==> src/rtl/jt6295_pkg.sv <==
// Shared types and constants for the jt6295 ROM read cache.
// Latency: none, definitions only.
// Backpressure: none, definitions only.
//
// ROM_AW/MEM_AW are the byte-address and word-address widths of the two ports.
// LINE_AW is the width of a 4-byte line base (byte address without the offset).
package jt6295_pkg;

    localparam int ROM_AW  = 18;
    localparam int MEM_AW  = 17;
    localparam int LINE_AW = ROM_AW - 2;

    // Line-fill sequencer states.
    typedef enum logic [1:0] {
        ST_IDLE = 2'd0,
        ST_REQ0 = 2'd1,
        ST_GAP  = 2'd2,
        ST_REQ1 = 2'd3
    } fill_state_t;

    // Number of line-index bits for a cache of 'lines' entries.
    function automatic int index_bits(input int lines);
        return $clog2(lines);
    endfunction

    // Tag width: everything in the line base that is not the index.
    function automatic int tag_bits(input int lines);
        return LINE_AW - $clog2(lines);
    endfunction

endpackage

==> src/rtl/jt6295_romcache_fill.sv <==
// Two-beat line-fill sequencer: REQ0, one idle GAP cycle, REQ1.
// Latency: mem_cs rises the cycle after start; each beat waits for mem_ok.
// Backpressure: holds mem_cs/mem_addr until mem_ok; accepts start only when idle.
//
// Ports:
//   clk, rst_n      clock, asynchronous active-low reset
//   start           begin a fill of line 'base' (ignored unless idle)
//   base            line base address (byte address >> 2)
//   mem_ok          read data valid for the current beat
//   mem_cs/mem_addr registered external read request
//   line            base of the line being filled (valid while busy)
//   busy            a fill is in progress
//   wr0/wr1         strobe: mem_data holds word 0 / word 1 of the line
module jt6295_romcache_fill
    import jt6295_pkg::*;
(
    input  logic               clk,
    input  logic               rst_n,
    input  logic               start,
    input  logic [LINE_AW-1:0] base,
    input  logic               mem_ok,
    output logic               mem_cs,
    output logic [MEM_AW-1:0]  mem_addr,
    output logic [LINE_AW-1:0] line,
    output logic               busy,
    output logic               wr0,
    output logic               wr1
);

    fill_state_t state;

    // mem_cs and mem_addr are flops so that the request is glitch-free and
    // mem_cs drops asynchronously with reset.
    always_ff @(posedge clk or negedge rst_n) begin
        if (!rst_n) begin
            state    <= ST_IDLE;
            mem_cs   <= 1'b0;
            mem_addr <= '0;
        end else begin
            case (state)
                ST_IDLE: begin
                    if (start) begin
                        state    <= ST_REQ0;
                        mem_cs   <= 1'b1;
                        mem_addr <= {base, 1'b0};
                    end
                end
                ST_REQ0: begin
                    if (mem_ok) begin
                        state  <= ST_GAP;
                        mem_cs <= 1'b0;
                    end
                end
                // One dead cycle between beats lets the memory slot see a
                // clean request edge for the second word.
                ST_GAP: begin
                    state       <= ST_REQ1;
                    mem_cs      <= 1'b1;
                    mem_addr[0] <= 1'b1;
                end
                ST_REQ1: begin
                    if (mem_ok) begin
                        state  <= ST_IDLE;
                        mem_cs <= 1'b0;
                    end
                end
                default: begin
                    state  <= ST_IDLE;
                    mem_cs <= 1'b0;
                end
            endcase
        end
    end

    // The line base is carried in the upper request address bits for the
    // whole fill, so no separate base register is needed.
    assign line = mem_addr[MEM_AW-1:1];
    assign busy = (state != ST_IDLE);

    // mem_ok outside the request states never produces a write.
    assign wr0  = (state == ST_REQ0) && mem_ok;
    assign wr1  = (state == ST_REQ1) && mem_ok;

endmodule

==> src/rtl/jt6295_romcache.sv <==
// Direct-mapped 4-byte-line read cache between the jt6295 byte ROM port and a 16-bit memory slot.
// Latency: hit -> rom_ok next cycle; miss -> two-beat fill, zero-wait memory gives rom_ok 6 cycles after detect.
// Backpressure: rom_ok stays low until the byte is available; one outstanding memory request at most.
//
// Ports:
//   clk, rst_n   clock, asynchronous active-low reset
//   flush        synchronous invalidate of every line (e.g. ROM bank change)
//   rom_addr     byte address from the ADPCM core
//   rom_data     registered byte for rom_addr, meaningful when rom_ok
//   rom_ok       rom_data belongs to the current rom_addr
//   mem_cs       external read request, held until mem_ok
//   mem_addr     external 16-bit word address
//   mem_data     external read data, low byte = even address
//   mem_ok       one-cycle data-valid pulse for the pending request
module jt6295_romcache
    import jt6295_pkg::*;
#(
    parameter int LINES = 4     // power of two, 2..16
) (
    input  logic              clk,
    input  logic              rst_n,
    input  logic              flush,
    input  logic [ROM_AW-1:0] rom_addr,
    output logic [7:0]        rom_data,
    output logic              rom_ok,
    output logic              mem_cs,
    output logic [MEM_AW-1:0] mem_addr,
    input  logic [15:0]       mem_data,
    input  logic              mem_ok
);

    localparam int IW = index_bits(LINES);
    localparam int TW = tag_bits(LINES);

    // ------------------------------------------------------------------
    // Storage: flops, small enough that a RAM would not pay off.
    // ------------------------------------------------------------------
    logic [LINES-1:0] valid;
    logic [TW-1:0]    tags [LINES];
    logic [31:0]      data [LINES];

    // ------------------------------------------------------------------
    // Address split of the incoming read.
    // ------------------------------------------------------------------
    logic [1:0]    rd_off;
    logic [IW-1:0] rd_idx;
    logic [TW-1:0] rd_tag;

    assign rd_off = rom_addr[1:0];
    assign rd_idx = rom_addr[2 +: IW];
    assign rd_tag = rom_addr[ROM_AW-1 -: TW];

    // ------------------------------------------------------------------
    // Fill sequencer
    // ------------------------------------------------------------------
    logic               start;
    logic               busy;
    logic               wr0;
    logic               wr1;
    logic [LINE_AW-1:0] line;

    jt6295_romcache_fill u_fill (
        .clk      (clk),
        .rst_n    (rst_n),
        .start    (start),
        .base     (rom_addr[ROM_AW-1:2]),
        .mem_ok   (mem_ok),
        .mem_cs   (mem_cs),
        .mem_addr (mem_addr),
        .line     (line),
        .busy     (busy),
        .wr0      (wr0),
        .wr1      (wr1)
    );

    logic [IW-1:0] wr_idx;
    logic [TW-1:0] wr_tag;

    assign wr_idx = line[IW-1:0];
    assign wr_tag = line[LINE_AW-1 -: TW];

    // ------------------------------------------------------------------
    // Lookup
    // ------------------------------------------------------------------
    // settle marks the first idle cycle after a fill. The lookup is skipped
    // there so the new line is only ever read back through the hit path
    // from the following cycle on.
    logic settle;
    // fill_stale: a flush arrived while this fill was running, so its data
    // may belong to the old bank and the line must not become valid.
    logic fill_stale;
    logic ok_reg;
    logic [ROM_AW-1:0] ok_addr;

    logic lookup;
    logic hit;

    assign lookup = !busy && !settle;
    assign hit    = lookup && valid[rd_idx] && (tags[rd_idx] == rd_tag);
    assign start  = lookup && !hit;

    logic [31:0] rd_line;
    logic [15:0] rd_word;
    logic [7:0]  rd_byte;

    assign rd_line = data[rd_idx];
    assign rd_word = rd_off[1] ? rd_line[31:16] : rd_line[15:0];
    assign rd_byte = rd_off[0] ? rd_word[15:8]  : rd_word[7:0];

    // ------------------------------------------------------------------
    // Control state: valid bits, registered output byte and ok flag.
    // ------------------------------------------------------------------
    always_ff @(posedge clk or negedge rst_n) begin
        if (!rst_n) begin
            valid      <= '0;
            settle     <= 1'b0;
            fill_stale <= 1'b0;
            ok_reg     <= 1'b0;
            ok_addr    <= '0;
            rom_data   <= 8'd0;
        end else begin
            settle <= wr1;

            if (start)
                fill_stale <= 1'b0;
            else if (flush && busy)
                fill_stale <= 1'b1;

            // The victim line is invalidated as soon as its refill starts,
            // because word 0 overwrites its data before the fill completes.
            if (start)
                valid[rd_idx] <= 1'b0;
            if (wr1 && !flush && !fill_stale)
                valid[wr_idx] <= 1'b1;

            if (hit) begin
                rom_data <= rd_byte;
                ok_reg   <= 1'b1;
                ok_addr  <= rom_addr;
            end else if (start) begin
                ok_reg   <= 1'b0;
            end

            // Flush takes priority over a same-cycle hit or final beat.
            if (flush) begin
                valid  <= '0;
                ok_reg <= 1'b0;
            end
        end
    end

    // Tag and data arrays need no reset: they are qualified by valid.
    always_ff @(posedge clk) begin
        if (wr0)
            data[wr_idx][15:0] <= mem_data;
        if (wr1) begin
            data[wr_idx][31:16] <= mem_data;
            tags[wr_idx]        <= wr_tag;
        end
    end

    // A new address drops rom_ok in the same cycle, before the lookup result
    // for it has been registered.
    assign rom_ok = ok_reg && (rom_addr == ok_addr);

endmodule

==> config.mk <==
export PLATFORM = sky130hd
export DESIGN_NAME = jt6295_romcache
export DESIGN_NICKNAME = d
export VERILOG_FILES = /design/src/rtl/jt6295_pkg.sv /design/src/rtl/jt6295_romcache_fill.sv /design/src/rtl/jt6295_romcache.sv
export SDC_FILE = /design/constraint.sdc
export NUM_CORES = 1
export LEC_CHECK = 0
export CORE_UTILIZATION = 50
export CTS_CLUSTER_DIAMETER = 150
export DETAILED_ROUTE_END_ITERATION = 8
export GPL_TIMING_DRIVEN = 1
export PLACE_DENSITY = 0.75
export SLEW_MARGIN = 20
export SYNTH_ARGS = -nofsm -noshare
export SYNTH_HDL_FRONTEND = slang
export SYNTH_SLANG_ARGS = --single-unit
==> constraint.sdc <==
create_clock -name clk -period 4.95 [get_ports clk]
set_input_delay 1.2375 -clock clk [delete_from_list [all_inputs] [get_ports clk]]
set_output_delay 1.2375 -clock clk [all_outputs]
set_load 0.005 [all_outputs]
== After elaboration in Yosys (flattened, before gate mapping) ==
Memories as Yosys holds them, arrays and structs flattened.
Index checks and enable logic that the tools add are counted.
Operators by class
  $lt $le $gt $ge: 4
  equality and inequality tests: 9
  multiplexer cells: 29
  bitwise gates (word level): 3
  reductions and logical operators: 27
Operators by type and width (number)
  equality test 18 bit: 1
  two-way mux 16 bit: 1
  two-way mux 1 bit: 15
  equality test 14 bit: 1
  logical AND 1 bit: 12
  two-way mux 4 bit: 3
  two-way mux 8 bit: 1
  case mux 2 bit (4 select lines): 1
  less-than comparator 2 x 3 -> 1 bit (second input constant): 2
  two-way mux 2 bit: 3
  != test 2 bit (second input constant): 3
  AND reduction 2 bit: 3
  nonzero test 2 bit: 3
  logical NOT 1 bit: 5
  bitwise AND 4 bit: 1
  demux 1 bit (select 2 bit): 2
  equality test 2 bit (second input constant): 2
  >= comparator 2 x 1 -> 1 bit (second input constant): 2
  inverter 4 bit: 1
  bitwise OR 4 bit: 1
  case mux 1 bit (3 select lines): 1
  AND reduction 3 bit: 1
  nonzero test 3 bit: 1
  binary-select mux 1 bit (select 2 bit): 1
  other kinds (5): 5
Storage, ports and cells
  flip-flop bits (word level): 53
  memory bits (writable): 184
  input bits: 38
  output and inout bits: 27
  logic and storage cells: 84
  memories kept: 2
Memory list
  data: words 4, width 32, rd ports 1, clocked after Yosys merged registers in 0, wr ports 1, RTL line jt6295_romcache.sv:40  | logic [31:0] data [LINES];
  tags: words 4, width 14, rd ports 1, clocked after Yosys merged registers in 0, wr ports 1, RTL line jt6295_romcache.sv:39  | logic [TW-1:0] tags [LINES];

== Depth between registers and ports, before layout ==
  word-level depth: 11
  gate-level depth with buffers: 11
  gate-level depth less buffers: 9

== Hierarchy ==
From an unflattened synthesis, not the netlist that was laid out.
Second synthesis, totals
  cell total of the unflattened synthesis: 486
  area, all modules: 9733.1 µm²
Modules (own cells, without submodules)
  jt6295_romcache: times used 1, cells each 411, area each 8707.1 µm², seq. area each 6351.1 µm²
  jt6295_romcache_fill: times used 1, cells each 75, area each 1026.0 µm², seq. area each 500.5 µm²

== Worst setup path after synthesis ==
OpenSTA, ideal clock, no wires.
  path kind: input port to output port
  from: in rom_addr[3]
  to: out rom_ok
  arrival: 3.260 ns
  data required time: 3.713 ns
  setup slack: 0.452 ns
  stages: 8
  buffers on the path: 4
  cell sequence: buf_6 > clkbuf_1 > clkbuf_1 > buf_1 > xnor2_1 > nand4_1 > or4_1 > nor4_1
On the way
  longest elaborated chain between the ends: 2
Ends and longest elaborated chain
  from (decl): RTL line jt6295_romcache.sv:23  | input logic [ROM_AW-1:0] rom_addr,
  equality test 18 bit: RTL line jt6295_romcache.sv:164  | assign rom_ok = ok_reg && (rom_addr == ok_addr);
  logical AND 1 bit: RTL line jt6295_romcache.sv:164
  to (decl): RTL line jt6295_romcache.sv:25  | output logic rom_ok,
Every way passes these cells.

== Final worst setup path ==
  from: in rom_addr[1]
  to: out rom_ok
The elaborated chain is that of the path after synthesis.

==> results.yml <==
outcome:
  outcome: "finished clean"
synth:
  synth_edf_count: 184
  yosysWarnings: 0
  yosysSeqAreaShare_pct: 71.33
  yosys_register_bits: 237
  synth_cell_types: 46
  syn-mean-instance-area_um2: 19.64
  synth_nets: 532
  async_reset_ff_share_pct: 22.36
  mappedNetlistArea_um2: 9605
  ys.flop_type: "edfxtp_1"
  syn-instance-count: 489
setup_path:
  setup.worst_path.start: "rom_addr[1]"
  r2r_end: "ok_addr[2]$_DFFE_PN0P_"
  data_required_time_of_the_critical_path_ns: 3.71
  r2r_cells: 10
  setup_cp_type: "in2out"
  critical_path.reg2reg.startpoint: "u_fill.state[0]$_DFFE_PN0P_"
  endpoint: "rom_ok"
  worstPathMaxFanout: 2
  arrival_ns: 3.38
  setup.worst_path.end_class: "primary output"
  worst_setup_path_start_kind: "input pin"
  ff2ff_setup_slack_ns: 1.98
floorplanning:
  num_io_pins: 65
  initial_core_util_pct: 51.18
  coreArea_um2: 18770
  area_enclosed_by_the_die_boundary_um2: 19770
  die_x_um: 140.6
  rows: 50
  die_y_um: 140.6
worst_hold_path:
  worst_hold_path.num_cells: 1
  worstHoldPathType: "reg2reg"
placement:
  routabilityCongestion: 0.8239
  io_buffer_count: 64
  placement.cell_area_um2: 10570
  detailedPlacementHpwl_um: 11750
  numPlacedInstances: 785
clock_tree:
  hold_buf_count_cts: 0
  cts_htree_levels: 1
  ctsRootBufferMaster: "clkbuf_16"
  postCtsResizedCells: 0
  cts_inserted_buffers: 24
  tritoncts: "yes"
  number_of_buffers_on_the_longest_clock_path: 3
  clkTransAtPathRegs_ns: 0.06
  tritoncts_num_sinks: 237
  clk-insertion-delay-late_ns: 0.52
  postCtsSetupBuffers: 0
routing:
  routedWlPerCell_um: 22.88
  finalWirelength_um: 18960
  via_count: 4770
  postRouteAntennaNets: 0
  vias_per_cell: 5.754
  drt_iter0_markers: 362
  remaining_drc_errors: 0
  detail_route.first_pass.iterations: 4
global_routing:
  grt_pass1_vias: 5244
  grt-ovfl-total: 0
  gr-usage-all-layers_pct: 20.36
  grt_start_max_net_pins: 54
  initial_antenna_violation_count: 0
  grt_pass1_wl_um: 29900
finish:
  biggestRegsByFlops: "data (128), tags (56), ok_addr (18)"
  nFillCells: 1354
  instances_no_fill: 829
  final_layout_size_suffix_gt1_share_pct: 25.71
  multi_input_comb_area_um2: 2613
  fin_nets: 620
  area_growth_pct: 18.11
  largest_reg_flops: 128
  finish.instance_area_um2: 11340
  antennaDiodeCount: 0
  register_area_um2: 6852
  largest_register: "data"
timing:
  finalSetupTns_ns: 0
  finalSetupViolations: 0
  hold_ws_ns: 0.5032
  period_utilization_post_route_pct: 93.38
  worst_clock_skew_ns: 0.01484
  slew_violations: 0
  timing_worst_slew_pin_value_ns: 0.9908
  final_critical_delay_including_setup_and_external_delays_ns: 4.622
  final_hold_viol_count: 0
  worst_relative_slew_slack_pct: 33.73
  fmax_mhz: 216.4
  rsz_0062_raised_after_global_routing: "false"
power_and_ir_drop:
  power.switching_mw: 1.289
  power_density_nw_per_um2: 459.3
  clkPwrFrac_pct: 33.8
  overall_power_mw: 5.211
  pwr-share-comb_pct: 15.7
  vdd_ir_drop_max_uv: 263.4
  static_leak_nw: 4.030
  power.sequential.fraction_pct: 50.4
  internal_power_mw: 3.922
  power.share.switching_pct: 24.74
flow_run:
  maxCapViolCount: 0
[power groups by stage]
stage | clock, mW | sequential (mW) | combinational, mW
after floorplan | 0 | 2.62 | 0.440
after global placement | 0 | 2.65 | 0.808
after detailed placement | 0 | 2.67 | 0.828
after CTS | 1.80 | 2.63 | 0.833
after global routing | 1.87 | 2.66 | 0.882
final | 1.76 | 2.63 | 0.819
[metrics by stage]
step | setup WS [ns] | util [%]
floorplan | 0.4524 | -
global placement | 0.3087 | 56.33
detailed placement | 0.3027 | 56.33
CTS | 0.2860 | 60.45
global route | 0.1723 | 60.45
finish | 0.3278 | 60.45
[cell type report]
type / count / area share [%]
flip-flops and latches: 237 / 60.39
multi-input cells: 223 / 23.03
repair buffers: 84 / 6.948
clock buffers: 25 / 5.327
well taps: 234 / 2.581
clock inverters: 19 / 1.489
inverters: 7 / 0.2316
[Yosys cell counts, types with 5 or more instances]
master    instances  share of area, %
inv_1             7              0.27
nand2_1          11              0.43
nor2_1           13              0.51
mux4_2           47                11
mux2_2           22               2.6
ha_1              5              0.65
nor3_1            5              0.26
dfrtp_1          53                14
a21oi_1           9              0.47
nand4_1           6              0.39
clkbuf_1          8              0.31
nand2b_1          5              0.33
xnor2_1          29               2.6
o21ai_0           6              0.31
mux2i_1           9              0.94
edfxtp_1        184                58
mux2_4           19               3.0
[cells by family (layout without fill, tap and decap cells)]
family                     Yosys count  count (layout)  synth area share (%)
adders and majority gates            5               5                0.6513
xor gates and xnor gates            33              33                 3.009
and+or+nand+nor                     53              53                 2.801
muxes                              100             100                 18.17
DFF                                237             237                 71.33
buffers and inverters               29             135                 1.824
AOI/OAI and AO/OA                   32              32                 2.214
[routing by layer]
metal  up-vias  global-route usage [%]  wire length (um)
met5         -                       0                 0
met4         0                   6.522               459
met3        33                   3.499              1258
met2       160                   34.83              9748
met1      2459                   26.75              7498
li1       2118                       -                 -
[critical path: stages]
cell and delay [ns]:
clkdlybuf4s50_1 0.47, xnor2_1 0.29, nand4_1 0.12, or4_1 0.53, nor4_1 0.19, clkdlybuf4s50_1 0.54
[how the worst min path moves through the flow]
stage,from,to,slack (ns)
3_3_place_gp,u_fill.mem_cs$_DFFE_PN0P_,u_fill.mem_cs$_DFFE_PN0P_,0.50
5_1_grt,u_fill.mem_cs$_DFFE_PN0P_,u_fill.mem_cs$_DFFE_PN0P_,0.52
6_report,u_fill.mem_cs$_DFFE_PN0P_,u_fill.mem_cs$_DFFE_PN0P_,0.50
3_5_place_dp,u_fill.mem_cs$_DFFE_PN0P_,u_fill.mem_cs$_DFFE_PN0P_,0.48
4_1_cts,u_fill.mem_cs$_DFFE_PN0P_,u_fill.mem_cs$_DFFE_PN0P_,0.51
2_1_floorplan,u_fill.mem_cs$_DFFE_PN0P_,u_fill.mem_cs$_DFFE_PN0P_,0.49
[layout by cell type, fill, tap and decap left out, types with 2 or more instances in the layout]
cell	netlist	routed
edfxtp_1	184	184
clkdlybuf4s50_1	0	61
dfrtp_1	53	53
mux4_2	47	47
xnor2_1	29	29
clkbuf_16	0	24
mux2_2	22	22
mux2_4	19	19
buf_4	1	19
nand2_1	11	11
nor2_1	13	10
clkinv_1	0	10
mux2i_1	9	9
a21oi_1	9	9
inv_1	7	7
o21ai_0	6	6
nand4_1	6	6
nand2b_1	5	5
ha_1	5	5
clkinv_2	0	5
nand3_1	4	4
xor2_1	4	4
or4_1	4	3
nor3_1	5	3
nor2_2	0	3
bufinv_16	0	3
buf_2	4	3
nor4_1	2	2
a31oi_1	2	2
mux4_1	2	2
o21ai_1	2	2
o31ai_1	2	2
No activity file was read; power rests on OpenSTA's default activity.
